$ cat config.mk
export PLATFORM = sky130hd
export DESIGN_NAME = axi4_lite_arbiter_flat
export DESIGN_NICKNAME = d
export VERILOG_FILES = /design/src/rtl/axi4_lite_arbiter_if.sv /design/src/rtl/axi4_lite_arbiter.sv /design/src/flat_wrapper.sv
export SDC_FILE = /design/constraint.sdc
export NUM_CORES = 1
export LEC_CHECK = 0
export BUFFER_PORTS_ARGS = -buffer_cell sky130_fd_sc_hd__buf_2
export CAP_MARGIN = 20
export CORE_AREA = 2 2 175 177
export CTS_CLUSTER_DIAMETER = 60
export DETAILED_ROUTE_END_ITERATION = 8
export DIE_AREA = 0 0 177 179
export GPL_ROUTABILITY_DRIVEN = 0
export PLACE_DENSITY = 0.41
export SLEW_MARGIN = 20
export SYNTH_ARGS = -nofsm -noshare
export SYNTH_HDL_FRONTEND = slang
export SYNTH_SLANG_ARGS = --single-unit
export TNS_END_PERCENT = 20
$ cat constraint.sdc
create_clock -name clk -period 1.83 [get_ports clk]
set_input_delay 0.366 -clock clk [delete_from_list [all_inputs] [get_ports clk]]
set_output_delay 0.366 -clock clk [all_outputs]
set_load 0.01 [all_outputs]
$ cat src/rtl/axi4_lite_arbiter_if.sv
// AXI4-Lite bundle shared by the two master ports and the slave port of the arbiter.
// Valid/ready: a transfer happens on a rising clk edge where both valid and ready are high; once raised, valid and payload hold until then.
interface axi4_lite_arbiter_if #(
    parameter int ADDR_WIDTH = 32,
    parameter int DATA_WIDTH = 32
);
    logic [ADDR_WIDTH-1:0]   awaddr;
    logic                    awvalid;
    logic                    awready;
    logic [DATA_WIDTH-1:0]   wdata;
    logic [DATA_WIDTH/8-1:0] wstrb;
    logic                    wvalid;
    logic                    wready;
    logic [1:0]              bresp;
    logic                    bvalid;
    logic                    bready;
    logic [ADDR_WIDTH-1:0]   araddr;
    logic                    arvalid;
    logic                    arready;
    logic [DATA_WIDTH-1:0]   rdata;
    logic [1:0]              rresp;
    logic                    rvalid;
    logic                    rready;

    modport master (
        output awaddr, awvalid, wdata, wstrb, wvalid, bready, araddr, arvalid, rready,
        input  awready, wready, bresp, bvalid, arready, rdata, rresp, rvalid
    );

    modport slave (
        input  awaddr, awvalid, wdata, wstrb, wvalid, bready, araddr, arvalid, rready,
        output awready, wready, bresp, bvalid, arready, rdata, rresp, rvalid
    );
endinterface

$ cat src/rtl/axi4_lite_arbiter.sv
// Two-master, one-slave AXI4-Lite arbiter: one whole transaction at a time, round-robin grants,
// zero-latency pass-through of every channel once a master owns the slave.
module axi4_lite_arbiter #(
    parameter int ADDR_WIDTH = 32,
    parameter int DATA_WIDTH = 32
) (
    input  logic                       clk,
    input  logic                       rst,
    axi4_lite_arbiter_if.slave         m0,
    axi4_lite_arbiter_if.slave         m1,
    axi4_lite_arbiter_if.master        s,
    output logic [1:0]                 grant,
    output logic                       busy,
    output logic [2:0]                 state_dbg
);
    typedef enum logic [2:0] {
        IDLE    = 3'd0,
        WR_XFER = 3'd1,
        WR_RESP = 3'd2,
        RD_ADDR = 3'd3,
        RD_RESP = 3'd4
    } state_e;

    state_e     state_q, state_d;
    logic [1:0] grant_q, grant_d;
    logic       last_q, last_d;
    logic       aw_done_q, aw_done_d;
    logic       w_done_q, w_done_d;

    logic                    sel;
    logic [ADDR_WIDTH-1:0]   g_awaddr, g_araddr;
    logic [DATA_WIDTH-1:0]   g_wdata;
    logic [DATA_WIDTH/8-1:0] g_wstrb;
    logic                    g_awvalid, g_wvalid, g_bready, g_arvalid, g_rready;
    logic                    g_awready, g_wready, g_bvalid, g_arready, g_rvalid;
    logic                    req0, req1, pick, pick_wr;

    // Granted master's request side, muxed once and reused by every channel.
    assign sel       = grant_q[1];
    assign g_awaddr  = sel ? m1.awaddr  : m0.awaddr;
    assign g_awvalid = sel ? m1.awvalid : m0.awvalid;
    assign g_wdata   = sel ? m1.wdata   : m0.wdata;
    assign g_wstrb   = sel ? m1.wstrb   : m0.wstrb;
    assign g_wvalid  = sel ? m1.wvalid  : m0.wvalid;
    assign g_bready  = sel ? m1.bready  : m0.bready;
    assign g_araddr  = sel ? m1.araddr  : m0.araddr;
    assign g_arvalid = sel ? m1.arvalid : m0.arvalid;
    assign g_rready  = sel ? m1.rready  : m0.rready;

    assign s.awaddr = g_awaddr;
    assign s.wdata  = g_wdata;
    assign s.wstrb  = g_wstrb;
    assign s.araddr = g_araddr;

    assign m0.awready = g_awready & grant_q[0];
    assign m0.wready  = g_wready  & grant_q[0];
    assign m0.bvalid  = g_bvalid  & grant_q[0];
    assign m0.arready = g_arready & grant_q[0];
    assign m0.rvalid  = g_rvalid  & grant_q[0];
    assign m1.awready = g_awready & grant_q[1];
    assign m1.wready  = g_wready  & grant_q[1];
    assign m1.bvalid  = g_bvalid  & grant_q[1];
    assign m1.arready = g_arready & grant_q[1];
    assign m1.rvalid  = g_rvalid  & grant_q[1];

    assign m0.bresp = s.bresp;
    assign m1.bresp = s.bresp;
    assign m0.rdata = s.rdata;
    assign m1.rdata = s.rdata;
    assign m0.rresp = s.rresp;
    assign m1.rresp = s.rresp;

    assign grant     = grant_q;
    assign busy      = (state_q != IDLE);
    assign state_dbg = state_q;

    always_comb begin
        state_d   = state_q;
        grant_d   = grant_q;
        last_d    = last_q;
        aw_done_d = aw_done_q;
        w_done_d  = w_done_q;
        s.awvalid = 1'b0;
        s.wvalid  = 1'b0;
        s.bready  = 1'b0;
        s.arvalid = 1'b0;
        s.rready  = 1'b0;
        g_awready = 1'b0;
        g_wready  = 1'b0;
        g_bvalid  = 1'b0;
        g_arready = 1'b0;
        g_rvalid  = 1'b0;
        req0      = m0.awvalid | m0.wvalid | m0.arvalid;
        req1      = m1.awvalid | m1.wvalid | m1.arvalid;
        pick      = 1'b0;
        pick_wr   = 1'b0;

        case (state_q)
            IDLE: begin
                // On contention the master that did not own the last transaction wins.
                pick    = (req0 & req1) ? ~last_q : req1;
                pick_wr = pick ? (m1.awvalid | m1.wvalid) : (m0.awvalid | m0.wvalid);
                if (req0 | req1) begin
                    grant_d = pick ? 2'b10 : 2'b01;
                    state_d = pick_wr ? WR_XFER : RD_ADDR;
                end
            end
            WR_XFER: begin
                s.awvalid = g_awvalid & ~aw_done_q;
                g_awready = s.awready & ~aw_done_q;
                s.wvalid  = g_wvalid & ~w_done_q;
                g_wready  = s.wready & ~w_done_q;
                aw_done_d = aw_done_q | (g_awvalid & s.awready);
                w_done_d  = w_done_q | (g_wvalid & s.wready);
                if (aw_done_d & w_done_d) begin
                    state_d = WR_RESP;
                end
            end
            WR_RESP: begin
                s.bready = g_bready;
                g_bvalid = s.bvalid;
                if (s.bvalid & g_bready) begin
                    state_d   = IDLE;
                    grant_d   = 2'b00;
                    last_d    = grant_q[1];
                    aw_done_d = 1'b0;
                    w_done_d  = 1'b0;
                end
            end
            RD_ADDR: begin
                s.arvalid = g_arvalid;
                g_arready = s.arready;
                if (g_arvalid & s.arready) begin
                    state_d = RD_RESP;
                end
            end
            RD_RESP: begin
                s.rready = g_rready;
                g_rvalid = s.rvalid;
                if (s.rvalid & g_rready) begin
                    state_d = IDLE;
                    grant_d = 2'b00;
                    last_d  = grant_q[1];
                end
            end
            default: begin
                state_d = IDLE;
                grant_d = 2'b00;
            end
        endcase
    end

    always_ff @(posedge clk or posedge rst) begin
        if (rst) begin
            state_q   <= IDLE;
            grant_q   <= 2'b00;
            last_q    <= 1'b1;
            aw_done_q <= 1'b0;
            w_done_q  <= 1'b0;
        end else begin
            state_q   <= state_d;
            grant_q   <= grant_d;
            last_q    <= last_d;
            aw_done_q <= aw_done_d;
            w_done_q  <= w_done_d;
        end
    end
endmodule

$ cat src/flat_wrapper.sv
// flat-port wrapper written by rule: the top's interface ports become plain ports
module axi4_lite_arbiter_flat 
#(
    parameter int ADDR_WIDTH = 32,
    parameter int DATA_WIDTH = 32
)
  (clk, rst, grant, busy, state_dbg, m0_awaddr, m0_awvalid, m0_wdata, m0_wstrb, m0_wvalid, m0_bready, m0_araddr, m0_arvalid, m0_rready, m0_awready, m0_wready, m0_bresp, m0_bvalid, m0_arready, m0_rdata, m0_rresp, m0_rvalid, m1_awaddr, m1_awvalid, m1_wdata, m1_wstrb, m1_wvalid, m1_bready, m1_araddr, m1_arvalid, m1_rready, m1_awready, m1_wready, m1_bresp, m1_bvalid, m1_arready, m1_rdata, m1_rresp, m1_rvalid, s_awaddr, s_awvalid, s_wdata, s_wstrb, s_wvalid, s_bready, s_araddr, s_arvalid, s_rready, s_awready, s_wready, s_bresp, s_bvalid, s_arready, s_rdata, s_rresp, s_rvalid);
  axi4_lite_arbiter_if #(.ADDR_WIDTH(ADDR_WIDTH), .DATA_WIDTH(DATA_WIDTH)) m0_i ();
  axi4_lite_arbiter_if #(.ADDR_WIDTH(ADDR_WIDTH), .DATA_WIDTH(DATA_WIDTH)) m1_i ();
  axi4_lite_arbiter_if #(.ADDR_WIDTH(ADDR_WIDTH), .DATA_WIDTH(DATA_WIDTH)) s_i ();
  input  logic clk;
  input  logic rst;
  output logic [1:0] grant;
  output logic busy;
  output logic [2:0] state_dbg;
  input wire logic [$bits(m0_i.awaddr)-1:0] m0_awaddr;
  input wire logic [$bits(m0_i.awvalid)-1:0] m0_awvalid;
  input wire logic [$bits(m0_i.wdata)-1:0] m0_wdata;
  input wire logic [$bits(m0_i.wstrb)-1:0] m0_wstrb;
  input wire logic [$bits(m0_i.wvalid)-1:0] m0_wvalid;
  input wire logic [$bits(m0_i.bready)-1:0] m0_bready;
  input wire logic [$bits(m0_i.araddr)-1:0] m0_araddr;
  input wire logic [$bits(m0_i.arvalid)-1:0] m0_arvalid;
  input wire logic [$bits(m0_i.rready)-1:0] m0_rready;
  output wire logic [$bits(m0_i.awready)-1:0] m0_awready;
  output wire logic [$bits(m0_i.wready)-1:0] m0_wready;
  output wire logic [$bits(m0_i.bresp)-1:0] m0_bresp;
  output wire logic [$bits(m0_i.bvalid)-1:0] m0_bvalid;
  output wire logic [$bits(m0_i.arready)-1:0] m0_arready;
  output wire logic [$bits(m0_i.rdata)-1:0] m0_rdata;
  output wire logic [$bits(m0_i.rresp)-1:0] m0_rresp;
  output wire logic [$bits(m0_i.rvalid)-1:0] m0_rvalid;
  input wire logic [$bits(m1_i.awaddr)-1:0] m1_awaddr;
  input wire logic [$bits(m1_i.awvalid)-1:0] m1_awvalid;
  input wire logic [$bits(m1_i.wdata)-1:0] m1_wdata;
  input wire logic [$bits(m1_i.wstrb)-1:0] m1_wstrb;
  input wire logic [$bits(m1_i.wvalid)-1:0] m1_wvalid;
  input wire logic [$bits(m1_i.bready)-1:0] m1_bready;
  input wire logic [$bits(m1_i.araddr)-1:0] m1_araddr;
  input wire logic [$bits(m1_i.arvalid)-1:0] m1_arvalid;
  input wire logic [$bits(m1_i.rready)-1:0] m1_rready;
  output wire logic [$bits(m1_i.awready)-1:0] m1_awready;
  output wire logic [$bits(m1_i.wready)-1:0] m1_wready;
  output wire logic [$bits(m1_i.bresp)-1:0] m1_bresp;
  output wire logic [$bits(m1_i.bvalid)-1:0] m1_bvalid;
  output wire logic [$bits(m1_i.arready)-1:0] m1_arready;
  output wire logic [$bits(m1_i.rdata)-1:0] m1_rdata;
  output wire logic [$bits(m1_i.rresp)-1:0] m1_rresp;
  output wire logic [$bits(m1_i.rvalid)-1:0] m1_rvalid;
  output wire logic [$bits(s_i.awaddr)-1:0] s_awaddr;
  output wire logic [$bits(s_i.awvalid)-1:0] s_awvalid;
  output wire logic [$bits(s_i.wdata)-1:0] s_wdata;
  output wire logic [$bits(s_i.wstrb)-1:0] s_wstrb;
  output wire logic [$bits(s_i.wvalid)-1:0] s_wvalid;
  output wire logic [$bits(s_i.bready)-1:0] s_bready;
  output wire logic [$bits(s_i.araddr)-1:0] s_araddr;
  output wire logic [$bits(s_i.arvalid)-1:0] s_arvalid;
  output wire logic [$bits(s_i.rready)-1:0] s_rready;
  input wire logic [$bits(s_i.awready)-1:0] s_awready;
  input wire logic [$bits(s_i.wready)-1:0] s_wready;
  input wire logic [$bits(s_i.bresp)-1:0] s_bresp;
  input wire logic [$bits(s_i.bvalid)-1:0] s_bvalid;
  input wire logic [$bits(s_i.arready)-1:0] s_arready;
  input wire logic [$bits(s_i.rdata)-1:0] s_rdata;
  input wire logic [$bits(s_i.rresp)-1:0] s_rresp;
  input wire logic [$bits(s_i.rvalid)-1:0] s_rvalid;
  assign m0_i.awaddr = m0_awaddr;
  assign m0_i.awvalid = m0_awvalid;
  assign m0_i.wdata = m0_wdata;
  assign m0_i.wstrb = m0_wstrb;
  assign m0_i.wvalid = m0_wvalid;
  assign m0_i.bready = m0_bready;
  assign m0_i.araddr = m0_araddr;
  assign m0_i.arvalid = m0_arvalid;
  assign m0_i.rready = m0_rready;
  assign m0_awready = m0_i.awready;
  assign m0_wready = m0_i.wready;
  assign m0_bresp = m0_i.bresp;
  assign m0_bvalid = m0_i.bvalid;
  assign m0_arready = m0_i.arready;
  assign m0_rdata = m0_i.rdata;
  assign m0_rresp = m0_i.rresp;
  assign m0_rvalid = m0_i.rvalid;
  assign m1_i.awaddr = m1_awaddr;
  assign m1_i.awvalid = m1_awvalid;
  assign m1_i.wdata = m1_wdata;
  assign m1_i.wstrb = m1_wstrb;
  assign m1_i.wvalid = m1_wvalid;
  assign m1_i.bready = m1_bready;
  assign m1_i.araddr = m1_araddr;
  assign m1_i.arvalid = m1_arvalid;
  assign m1_i.rready = m1_rready;
  assign m1_awready = m1_i.awready;
  assign m1_wready = m1_i.wready;
  assign m1_bresp = m1_i.bresp;
  assign m1_bvalid = m1_i.bvalid;
  assign m1_arready = m1_i.arready;
  assign m1_rdata = m1_i.rdata;
  assign m1_rresp = m1_i.rresp;
  assign m1_rvalid = m1_i.rvalid;
  assign s_awaddr = s_i.awaddr;
  assign s_awvalid = s_i.awvalid;
  assign s_wdata = s_i.wdata;
  assign s_wstrb = s_i.wstrb;
  assign s_wvalid = s_i.wvalid;
  assign s_bready = s_i.bready;
  assign s_araddr = s_i.araddr;
  assign s_arvalid = s_i.arvalid;
  assign s_rready = s_i.rready;
  assign s_i.awready = s_awready;
  assign s_i.wready = s_wready;
  assign s_i.bresp = s_bresp;
  assign s_i.bvalid = s_bvalid;
  assign s_i.arready = s_arready;
  assign s_i.rdata = s_rdata;
  assign s_i.rresp = s_rresp;
  assign s_i.rvalid = s_rvalid;
  axi4_lite_arbiter #(.ADDR_WIDTH(ADDR_WIDTH), .DATA_WIDTH(DATA_WIDTH)) u_core (.clk(clk), .rst(rst), .m0(m0_i), .m1(m1_i), .s(s_i), .grant(grant), .busy(busy), .state_dbg(state_dbg));
endmodule
======== Word-level counts from Yosys, hierarchy flattened ========
Index checks and enable logic that the tools add are counted.
word-level totals
  bits in registers ....................... 8
  bits in latches ......................... 0
  memory bits (writable) .................. 0
  memory bits (read-only) ................. 0
  bits of input ports ..................... 253
  output and inout port bits .............. 193
  word-level logic and storage cells ...... 94
  memories ................................ 0
cells by class
  $add $sub $neg .......................... 0
  $mul .................................... 0
  divide/modulo/power cells ............... 0
  magnitude comparators ................... 0
  eq/ne operators ......................... 9
  shift operators ......................... 0
  mux-type cells .......................... 39
  bitwise operators ....................... 32
  reduce and logical (&&, ||, !) cells .... 9
operator list
  kind                number
  $mux 32             3
  $and 1x1->1         21
  $mux 1              20
  $mux 3              5
  $pmux 3 s5          1
  $mux 2              5
  $ne 2x1->1 const B  5
  $pmux 2 s4          1
  $or 1x1->1          7
  $eq 3x2->1 const B  2
  $pmux 1 s2          3
  $reduce_and 5->1    1
  $mux 4              1
  $not 1->1           4
  $reduce_and 4->1    1
  $reduce_bool 2->1   2
  $eq 3x1->1 const B  1
  $eq 3x3->1 const B  1
  $logic_not 3->1     1
  $reduce_and 3->1    1
  $reduce_bool 3->1   1
  $reduce_and 2->1    1
  $reduce_or 2->1     1

======== Depth between registers and ports, before layout ========
Gate-level depths: netlist (run 1).
  depth in word-level cells ............... 8
  mapped depth ............................ 5

======== Worst setup path before layout (run 1) ========
Ideal clock, no wire load.
  kind .................................... register to output
  start point ............................. reg u_core.grant_q[1], in the netlist u_core.grant[1]
  end point ............................... out s_awaddr[0]
  arrival ................................. 1.295 ns
  data required time ...................... 1.464 ns
  setup slack ............................. 0.169 ns
  stages on the path, launching flop included .. 5
  buffers on the path ..................... 3
  cell sequence ........................... dfrtp_1 buf_6 buf_2 buf_2 mux2_2
on the way
  longest elaborated chain between the ends .. 1
RTL lines
  element                 RTL line                  source
  from (decl)             axi4_lite_arbiter.sv:25   logic [1:0] grant_q, grant_d;
  from (signal assigned)  axi4_lite_arbiter.sv:162  grant_q <= grant_d;
  $mux 32                 axi4_lite_arbiter.sv:40   assign g_awaddr = sel ? m1.awaddr : m0.awaddr;
  to (decl)               flat_wrapper.sv:50        output wire logic [$bits(s_i.awaddr)-1:0] s_awaddr;
Every way passes these cells.

======== Worst setup path after layout (run 1) ========
  start point ............................. reg u_core.grant_q[1], in the netlist u_core.grant[1]
  end point ............................... out s_araddr[14]
on the way
  longest elaborated chain between the ends .. 1
RTL lines
  element    RTL line                 source
  $mux 32    axi4_lite_arbiter.sv:46  assign g_araddr = sel ? m1.araddr : m0.araddr;
  to (decl)  flat_wrapper.sv:56       output wire logic [$bits(s_i.araddr)-1:0] s_araddr;
Every way passes these cells.

==> out/metrics.cfg, run 1 <==
[setup_path]
reg2reg_slack_ns = 0.09
worst_path_most_repeated_cell = buf_12
r2r_start = u_core.grant[1]
endpoint_kind = primary output
crit_chain = buf_12, buf_12, mux2_2, buf_2
worstSetupStartpointType = register
path_max_fanout = 17
reg2reg_depth = 6
cpPeakStageDelay_ns = 0.44
crit_required_ns = 1.46
critPathKind = reg -> out
slowest_stage = dfrtp_4
r2r_end = u_core.grant[1]
worstPathArrival_ns = 1.56

[place]
hpwl_mm = 13.2
place_area_sq_um = 4180
portBuffers = 337
placedCellCount = 932

[timing]
slew_violations = 0
fmax_mhz = 519
worstMarginPinSlew_ns = 0.455
setup_slack_ns = -0.0963
fin_crit_ns = 1.93
setup_violations = 83
whs_ns = 0.0931
rsz0062_at_grt = true
slew_headroom_pct = 69.5
hold_viol = 0
min_period_over_period_pct = 105
fin_skew_ns = 0.00291

[synth]
ys_seq_elements = 8
yosys_warnings = 0
synth_common_cells = mux2_2, buf_4, and3_1
yosysMostFrequentCell = mux2_2
yosysUniqueCellTypes = 33
synth_area_sq_um = 2440
synth_cells = 267
ys_seq_area_share_pct = 8.26
synth_ff_type = dfrtp_1
synthTopCellsByArea = mux2_2, buf_4, dfrtp_1, and3_1, buf_2
yosysTopAreaCellShare_pct = 48.0
syn-num-nets = 520
synth_top_area_cell = mux2_2
synth-edff-count = 0
synthArstFlopShare_pct = 100
syn_area_per_cell_sq_um = 9.14

[route]
initialDrtViolationCount = 50
finalWirelength_mm = 14.7
drt.antenna.violating_nets = 0
drc_errors = 0
via_per_inst = 3.23
wire_per_inst_um = 15.6
dr.pass1.iters = 4
vias = 3043

[power_and_ir_drop]
power_frac_comb_pct = 85.7
p_per_area_nw_per_um2 = 1180
leakage_nw = 2.30
switching_share_pct = 43.6
clockPowerShare_pct = 7.2
p_seq_share_pct = 7.1
vdd_drop_max_v = 0.000404
p_int_mw = 3.01
p_switching_mw = 2.32

[cts]
clkTransAtPathRegs_ns = 0.04
h-tree-depth = 1
cts_tree = yes
clkSinkCount = 8
clk_latency_ns = 0.23
clockBufferDepth = 2
cts_buffers = 3
ctsRootBufferMaster = clkbuf_16

[finish]
diodes = 0
area_delta_synth_final_pct = 84.4
design_area_sq_um = 4500
final_cells = 941
drive_above_1_share_pct = 88.6
final_nets = 799
post-route-util_pct = 15.0

[min_path]
worstHoldPathType = in -> async

[run_status]
outcome = finished, violations left
violations = setup timing

[floorplan]
num_rows = 64
start_util_pct = 8.13
die_area_sq_um = 31700
die_width_um = 177
die_y_um = 179
ios = 446
coreArea_sq_um = 30000

[run]
maxCapViolCount = 0

[grt]
grt_start_max_net_pins = 23
grt_antenna_before_repair = 2
globalRouteTotalUtil_pct = 8.16
grt-ovfl-total = 0
grt_first_pass_wirelength_mm = 18.9
grt_pass1_vias = 2995

## cell families after synthesis
logic type | count (synthesis) | synth area share [%]
muxes | 106 | 48.9
buffers and inverters | 90 | 26.5
and+or+nand+nor | 41 | 10.5
AOI/OAI and AO/OA | 22 | 5.95
DFF | 8 | 8.26
## area by class of cell
class,instances,area (sq um)
clock buffers,4,78.8
multi-input cells,169,1690
inverters,4,15.0
flip-flops and latches,8,205
well taps,396,495
repair buffers,360,2020
fillers,3460,25500
## repair_timing
action                     in CTS  in global routing
pin swaps                       1                  3
buffers inserted                2                  2
cloned                          0                  1
setup endpoints to repair      85                101
hold buffers                    0                  0
gates resized for setup        17                 24
## power groups by stage
stage	Sequential, mW	Combinational [mW]	Clock [mW]
4_1_cts	0.381	4.37	0.386
3_5_place_dp	0.382	4.19	0
2_1_floorplan	0.359	2.54	0
3_3_place_gp	0.381	4.20	0
6_report	0.378	4.57	0.381
5_1_grt	0.392	4.91	0.393
## flip-flops by register name, indices dropped and copies added, names as in the netlist
signal / count
u_core.state_dbg: 3
u_core.aw_done_q: 1
u_core.last_q: 1
u_core.w_done_q: 1
u_core.grant: 2
## layer usage
| layer | up-vias | share of wire, % | GRT usage, % |
|---|---|---|---|
| met5 | - | 0.22 | 0 |
| met4 | 4 | 1.1 | 1.07 |
| met3 | 14 | 11 | 2.61 |
| met2 | 227 | 48 | 14.8 |
| met1 | 1361 | 39 | 9.55 |
| li1 | 1437 | - | - |
## stage by stage
stage	power, mW	worst slack, ns	setup TNS, ns
after floorplan	2.90	0.169	0
after global placement	4.58	0.0769	0
after detailed placement	4.58	0.0764	0
after CTS	5.14	-0.105	-3.75
after global routing	5.69	-0.136	-7.00
final	5.33	-0.0963	-2.53
## worst max-delay path by stage
stage | start | end | slack [ns] | depth (start not counted)
floorplan | u_core.grant[1] | s_awaddr[0] | 0.17 | 4
global placement | u_core.state_dbg[0] | u_core.grant[1] | 0.08 | 6
detailed placement | u_core.grant[1] | s_wdata[26] | 0.08 | 4
CTS | u_core.grant[1] | s_wdata[8] | -0.11 | 4
global route | u_core.grant[1] | s_awaddr[19] | -0.14 | 4
finish | u_core.grant[1] | s_araddr[14] | -0.1 | 4
## cell usage in the layout, fill, tap and decap left out, types with 5 or more instances in the layout
master	n
and3_1	9
mux2_4	8
buf_6	13
a21oi_1	8
dfrtp_1	6
buf_4	15
nand2_1	5
mux2_2	96
nor2_1	5
buf_2	326
## critical path: cells and delay by family, from the launching register on
family / cells / cell delay (ns)
buffers and inverters: 3 / 0.49
multiplexers: 1 / 0.38
flip-flops: 1 / 0.44
Power figures use the tool's default switching activity.
==> run 2: changes to the inputs <==
- BUFFER_PORTS_ARGS: -buffer_cell sky130_fd_sc_hd__buf_2 -> -buffer_cell sky130_fd_sc_hd__buf_4
==> run 2 against run 1 <==
Compared with the run above:
- the run still ends with setup timing left
- global-route usage rose by 0.80 points
- routed wire length rose by 8.4%
- worst hold slack improved by 0.0017 ns
- critical path depth did not move
- sequential share of layout area fell by 0.77 points
- power rose by 14%
- cell area rose by 20%
- combinational power rose by 16%
- clock skew rose by 0.0011 ns
- non-clock buffer count rose by 8
- first-iteration DRC count rose by 2.0%
- core utilization rose by 3.0 points
==> out/metrics.cfg, run 2 (same netlist as run 1, synthesis figures left out) <==
[power_and_ir_drop]
power_frac_comb_pct = 87.7  ; +2.0 points
clockPowerShare_pct = 6.3  ; -0.9 points
leakage_nw = 2.62  ; +14%
p_switching_mw = 2.38  ; +2.7%
vdd_drop_max_v = 0.000348  ; -14%
p_per_area_nw_per_um2 = 1120  ; -5.3%
switching_share_pct = 39.3  ; -4.3 points
p_seq_share_pct = 6.1  ; -1.0 points
finalPower_mw = 6.06  ; +14%
p_int_mw = 3.68  ; +22%

[run]
maxCapViolCount = 0  ; unchanged

[grt]
globalRouteTotalUtil_pct = 8.96  ; +0.80 points
grt_pass1_vias = 3178  ; +6.1%
grt-ovfl-total = 0  ; unchanged
grt_start_max_net_pins = 19  ; -17%
grt_first_pass_wirelength_mm = 20.9  ; +11%
grt_antenna_before_repair = 0  ; -2

[cts]
clockBufferDepth = 2  ; unchanged
cts_buffers = 3  ; unchanged
cts_tree = yes
postCtsHoldBufs = 0  ; unchanged
ctsRootBufferMaster = clkbuf_16
clkTransAtPathRegs_ns = 0.04  ; about the same
clkSinkCount = 8  ; unchanged
h-tree-depth = 1  ; unchanged
clk_latency_ns = 0.23  ; about the same

[setup_path]
slowest_stage = dfrtp_4
critPathKind = reg -> out
worstPathArrival_ns = 1.52  ; -0.04 ns
crit_chain = buf_12, clkbuf_16, mux2_2, buf_6
crit_required_ns = 1.46  ; about the same
endpoint_kind = primary output
reg2reg_depth = 5  ; -1
cpPeakStageDelay_ns = 0.44  ; about the same
path_max_fanout = 15  ; -2
worstSetupStartpointType = register

[floorplan]
die_y_um = 179  ; unchanged
num_rows = 64  ; unchanged
coreArea_sq_um = 30000  ; unchanged
start_util_pct = 8.13  ; unchanged
die_width_um = 177  ; unchanged
ios = 446  ; unchanged
die_area_sq_um = 31700  ; unchanged

[timing]
slew_violations = 0  ; unchanged
min_period_over_period_pct = 103  ; -2.2 points
worstMarginPinSlew_ns = 0.339  ; -0.115 ns
fmax_mhz = 530  ; +2.2%
setup_violations = 89  ; +7.2%
fin_skew_ns = 0.00406  ; +0.00115 ns
fin_crit_ns = 1.89  ; -0.0408 ns
hold_viol = 0  ; unchanged
slew_headroom_pct = 77.1  ; +7.7 points
rsz0062_at_grt = true
setup_slack_ns = -0.0556  ; +0.0408 ns

[route]
drc_errors = 0  ; unchanged
initialDrtViolationCount = 51  ; +2.0%
finalWirelength_mm = 16.0  ; +8.4%
dr.pass1.iters = 4  ; unchanged
vias = 3057  ; +0.46%
via_per_inst = 3.22  ; -0.39%
wire_per_inst_um = 16.8  ; +7.5%
drt.antenna.violating_nets = 0  ; unchanged

[finish]
final_common_cell = buf_4
design_area_sq_um = 5410  ; +20%
drive_above_1_share_pct = 88.8  ; +0.16 points
fill_cells = 3431  ; -0.84%
final_nets = 807  ; +1.0%
area_delta_synth_final_pct = 122
largest_reg_flops = 3  ; unchanged
diodes = 0  ; unchanged
final_cell_mix = buf_4, mux2_2, buf_6

[place]
hpwl_mm = 14.2  ; +7.3%
portBuffers = 337  ; unchanged
dp_slack_ns = 0.113  ; +0.0369 ns
place_area_sq_um = 5060  ; +21%

[min_path]
worstHoldPathType = in -> async

[run_status]
violations = setup timing
outcome = finished, violations left

## run 2: cell count changes in the layout (fill, tap and decap cells not counted), sizes merged
| cell | change |
|---|---|
| clkbuf | +1 |
| buf | +7 |
## run 2: layer usage
layer  part of all wire [%]  track usage [%]  routed length (um)  vias to the layer above
met5                      0                0                   0                        -
met3                     11             2.97                1700                        6
met4                   0.53             1.07                  84                        0
met2                     49             16.1                7870                      220
met1                     39             10.6                6300                     1376
li1                       -                -                   -                     1455
## run 2: path summary, 6_finish.rpt
path | from | to | slack, ns
min in group clk | s_wready | u_core.w_done_q | 0.46
worst max register to register | u_core.grant[1] | u_core.last_q | 0.14
worst min register to register | u_core.w_done_q | u_core.w_done_q | 0.63
worst max-delay path | u_core.grant[1] | s_wdata[7] | -0.06
max in group asynchronous | rst | u_core.last_q | 1.43
worst min-delay path | rst | u_core.state_dbg[0] | 0.09
## run 2: per-stage QoR
step                instances  hold WS (ns)  util [%]  TNS, ns
global placement          934         0.361      16.9        0
finish                    949        0.0948      18.0    -2.51
detailed placement        934         0.349      16.9        0
floorplan                 267         0.181         -        0
global route              949         0.126      18.0    -6.67
CTS                       943         0.105      17.5    -3.54
## run 2: area by class of cell
cell class / instances / area [sq um] / share of cell area (%)
Multi-Input combinational cell: 169 / 1660 / 30.7
Inverter: 4 / 15.0 / 0.278
Clock buffer: 4 / 78.8 / 1.46
Tap cell: 396 / 495 / 9.17
Sequential cell: 8 / 205 / 3.80
Timing Repair Buffer: 368 / 2950 / 54.6
## run 2: power by group through the flow
stage / Sequential [mW] / Clock (mW) / Combinational [mW]
after global routing: 0.384 / 0.398 / 5.69
final: 0.367 / 0.381 / 5.31
after global placement: 0.362 / 0 / 4.85
after CTS: 0.367 / 0.383 / 5.08
after detailed placement: 0.369 / 0 / 4.85
after floorplan: 0.359 / 0 / 2.54
## run 2: critical path, delay by kind of cell, from the launching register on
family | cells | cell delay (ns)
buffers and inverters | 3 | 0.48
DFF | 1 | 0.44
muxes | 1 | 0.34
## run 2: repair_timing
action                                  in CTS  in global routing
resized for setup                           18                 21
buffers inserted                             5                  4
pin swaps                                    0                  1
endpoints found under the setup margin      91                109
gates cloned                                 0                  2
==> run 3: changes to the inputs <==
- ABC_AREA: default -> 1
- CELL_PAD_IN_SITES_DETAIL_PLACEMENT: default -> 0
- CELL_PAD_IN_SITES_GLOBAL_PLACEMENT: default -> 2
- CORE_AREA: 2 2 175 177 -> 2 2 176 178
- DIE_AREA: 0 0 177 179 -> 0 0 178 180
- PLACE_DENSITY: 0.41 -> default
- PLACE_DENSITY_LB_ADDON: default -> 0.1
==> run 3 against run 2 <==
Compared with the run above:
- the run still ends with setup timing left
- via count up 29%
- clock skew decreased by 0.00058 ns
- cell area down 0.88%
- maximum frequency is 2.0% higher
- worst hold slack improved by 0.015 ns
- flip-flop and latch count unchanged
- core utilization shrank 0.25 points
- combinational power up 9.0%
- power increased by 9.0%
- global-route usage increased by 0.20 points
- area after synthesis is 1.7% higher
- die area is 1.1% higher
- critical path type unchanged
==> out/metrics.cfg, run 3 <==
[setup_path]
endpoint_kind = primary output
r2r_start = u_core.grant[1]
reg2reg_depth = 11  ; +6
critPathKind = reg -> out
worstSetupStartpointType = register
path_max_fanout = 10  ; -5
r2r_end = u_core.state_dbg[0]
crit_start = u_core.grant[1]
reg2reg_slack_ns = 0.17  ; +0.03 ns
crit_required_ns = 1.46  ; about the same
critPathCapture = m1_awready
worstPathArrival_ns = 1.48  ; -0.04 ns

[cts]
clkSinkCount = 8  ; unchanged
cts_buffers = 3  ; unchanged
cts_tree = yes
ctsRootBufferMaster = clkbuf_16
clk_latency_ns = 0.23  ; about the same
clkTransAtPathRegs_ns = 0.04  ; about the same
postCtsHoldBufs = 0  ; unchanged
clockBufferDepth = 2  ; unchanged
h-tree-depth = 1  ; unchanged

[timing]
fmax_mhz = 541  ; +2.0%
hold_viol = 0  ; unchanged
min_period_over_period_pct = 101  ; -2.0 points
worstMarginPinSlew_ns = 0.352  ; +0.0129 ns
setup_violations = 1  ; -99%
slew_headroom_pct = 76.5  ; -0.64 points
fin_skew_ns = 0.00348  ; -0.000583 ns
rsz0062_at_grt = true
fin_crit_ns = 1.85  ; -0.0371 ns
slew_violations = 0  ; unchanged
setup_slack_ns = -0.0185  ; +0.0371 ns
whs_ns = 0.109  ; +0.0146 ns

[synth]
synth-edff-count = 0  ; unchanged
synthTopCellsByArea = nand2_1, buf_4, dfrtp_1, clkbuf_1, nand3_1
yosysTopAreaCellShare_pct = 52.2  ; +4.2 points
synthXorXnorAreaFrac_pct = 0  ; unchanged
yosysMostFrequentCell = nand2_1
syn-num-nets = 765  ; +47%
synth-simple-area-share_pct = 60.4  ; +50 points
synth_compound_area_share_pct = 2.22  ; -3.7 points
synth_top_area_cell = nand2_1
synth_top_family_by_area = simple AND/OR/NAND/NOR gates
yosysUniqueCellTypes = 27  ; -18%
synth_common_cells = nand2_1, buf_4, clkbuf_1
syn_area_per_cell_sq_um = 4.85  ; -47%
synth_area_sq_um = 2480  ; +1.7%
yosys_warnings = 0  ; unchanged
synth_cells = 512  ; +92%
ys_seq_elements = 8  ; unchanged
synthArstFlopShare_pct = 100  ; unchanged
ys_seq_area_share_pct = 8.12  ; -0.14 points
synth_ff_type = dfrtp_1
muxShareOfSynthArea_pct = 0  ; -49 points
synth-adder-area-share_pct = 0  ; unchanged

[grt]
grt_busiest_layer = met2
grt_pass1_vias = 3996  ; +26%
globalRouteTotalUtil_pct = 9.17  ; +0.20 points
met3_usage_pct = 2.83  ; -0.13 points
grt_start_max_net_pins = 61  ; +42
grt_antenna_before_repair = 0  ; unchanged
grt-ovfl-total = 0  ; unchanged
grt_first_pass_wirelength_mm = 22.5  ; +7.8%
grtUsageMet1_pct = 8.38  ; -2.2 points
grtUsageMet2_pct = 18.9  ; +2.8 points

[run]
maxCapViolCount = 0  ; unchanged

[finish]
post-route-util_pct = 17.7  ; -0.25 points
largest_reg_flops = 3  ; unchanged
drive_above_1_share_pct = 50.6  ; -38 points
final_cell_mix = buf_4, nand2_1, inv_1
final_nets = 1031  ; +28%
area_delta_synth_final_pct = 116
diodes = 0  ; unchanged
final_common_cell = buf_4

[power_and_ir_drop]
clockPowerShare_pct = 5.8  ; -0.5 points
leakage_nw = 3.10  ; +18%
p_per_area_nw_per_um2 = 1230  ; +9.9%
power_frac_comb_pct = 87.6  ; about the same
p_switching_mw = 3.31  ; +39%
p_seq_share_pct = 6.6  ; +0.5 points
finalPower_mw = 6.61  ; +9.0%
switching_share_pct = 50.2  ; +11 points
p_int_mw = 3.29  ; -11%
vdd_drop_max_v = 0.000478  ; +37%

[route]
dr.pass1.iters = 4  ; unchanged
vias = 3958  ; +29%
wire_per_inst_um = 14.2  ; -15%
drc_errors = 0  ; unchanged
drt.antenna.violating_nets = 0  ; unchanged
finalWirelength_mm = 16.7  ; +4.7%
initialDrtViolationCount = 98  ; +92%
via_per_inst = 3.37  ; +4.7%

[place]
portBuffers = 337  ; unchanged
hpwl_mm = 13.7  ; -3.5%
dp_slack_ns = 0.0208  ; -0.0926 ns

[min_path]
worstHoldPathType = in -> async

[floorplan]
num_rows = 64  ; unchanged
die_width_um = 178  ; +0.56%
die_y_um = 180  ; +0.56%
coreArea_sq_um = 30200  ; +0.53%
die_area_sq_um = 32000  ; +1.1%
ios = 446  ; unchanged
start_util_pct = 8.22  ; +0.094 points

[run_status]
violations = setup timing
outcome = finished, violations left

==> run 3: how the worst min path moves through the flow <==
stage,endpoint,from,slack [ns]
after floorplan,u_core.aw_done_q,rst,0.18
after global placement,u_core.aw_done_q,rst,0.38
after detailed placement,u_core.w_done_q,rst,0.37
after CTS,u_core.w_done_q,rst,0.12
after global routing,u_core.w_done_q,rst,0.13
final,u_core.w_done_q,rst,0.11
==> run 3: cell families after synthesis <==
logic type,after synthesis
compound gates,9
buf+inv,114
flops,8
simple gates,381
==> run 3: metal layers <==
| metal | up-vias | wire [um] |
|---|---|---|
| met5 | - | 0 |
| li1 | 1994 | - |
| met3 | 27 | 1750 |
| met1 | 1711 | 5440 |
| met4 | 0 | 345 |
| met2 | 226 | 9160 |
==> run 3: power by group through the flow <==
stage | clock (mW) | combinational [mW] | sequential [mW]
6_report | 0.381 | 5.79 | 0.438
4_1_cts | 0.394 | 5.54 | 0.402
3_5_place_dp | 0 | 5.42 | 0.376
5_1_grt | 0.406 | 6.42 | 0.450
3_3_place_gp | 0 | 5.49 | 0.376
2_1_floorplan | 0 | 2.71 | 0.351
==> run 3: timing repair <==
item | CTS | global route
gates resized for setup | 11 | 26
pin swaps | 1 | 0
gates cloned | 0 | 2
setup endpoints to repair | 100 | 61
buffers inserted | 4 | 5
==> run 3: worst max-delay path, stage by stage, from the launching register on <==
cell,delay (ns)
dfrtp_4,0.50
clkinv_8,0.12
buf_4,0.17
nor4_2,0.29
buf_4,0.17
==> run 3: stage by stage <==
step | setup TNS, ns | cells | instance area, sq um
after floorplan | 0 | 512 | 2480
after global placement | 0 | 1158 | 5000
after detailed placement | 0 | 1158 | 5000
after CTS | -0.108 | 1166 | 5140
after global routing | -1.59 | 1173 | 5360
final | -0.0185 | 1173 | 5360
==> run 3: area by class of cell <==
cell class / count / area [sq um]
tap: 396 / 495
timing repair buffer: 358 / 2870
inverter: 17 / 81.3
clock buffer: 4 / 78.8
multi-input combinational: 390 / 1630
sequential: 8 / 209
fill: 3516 / 24800
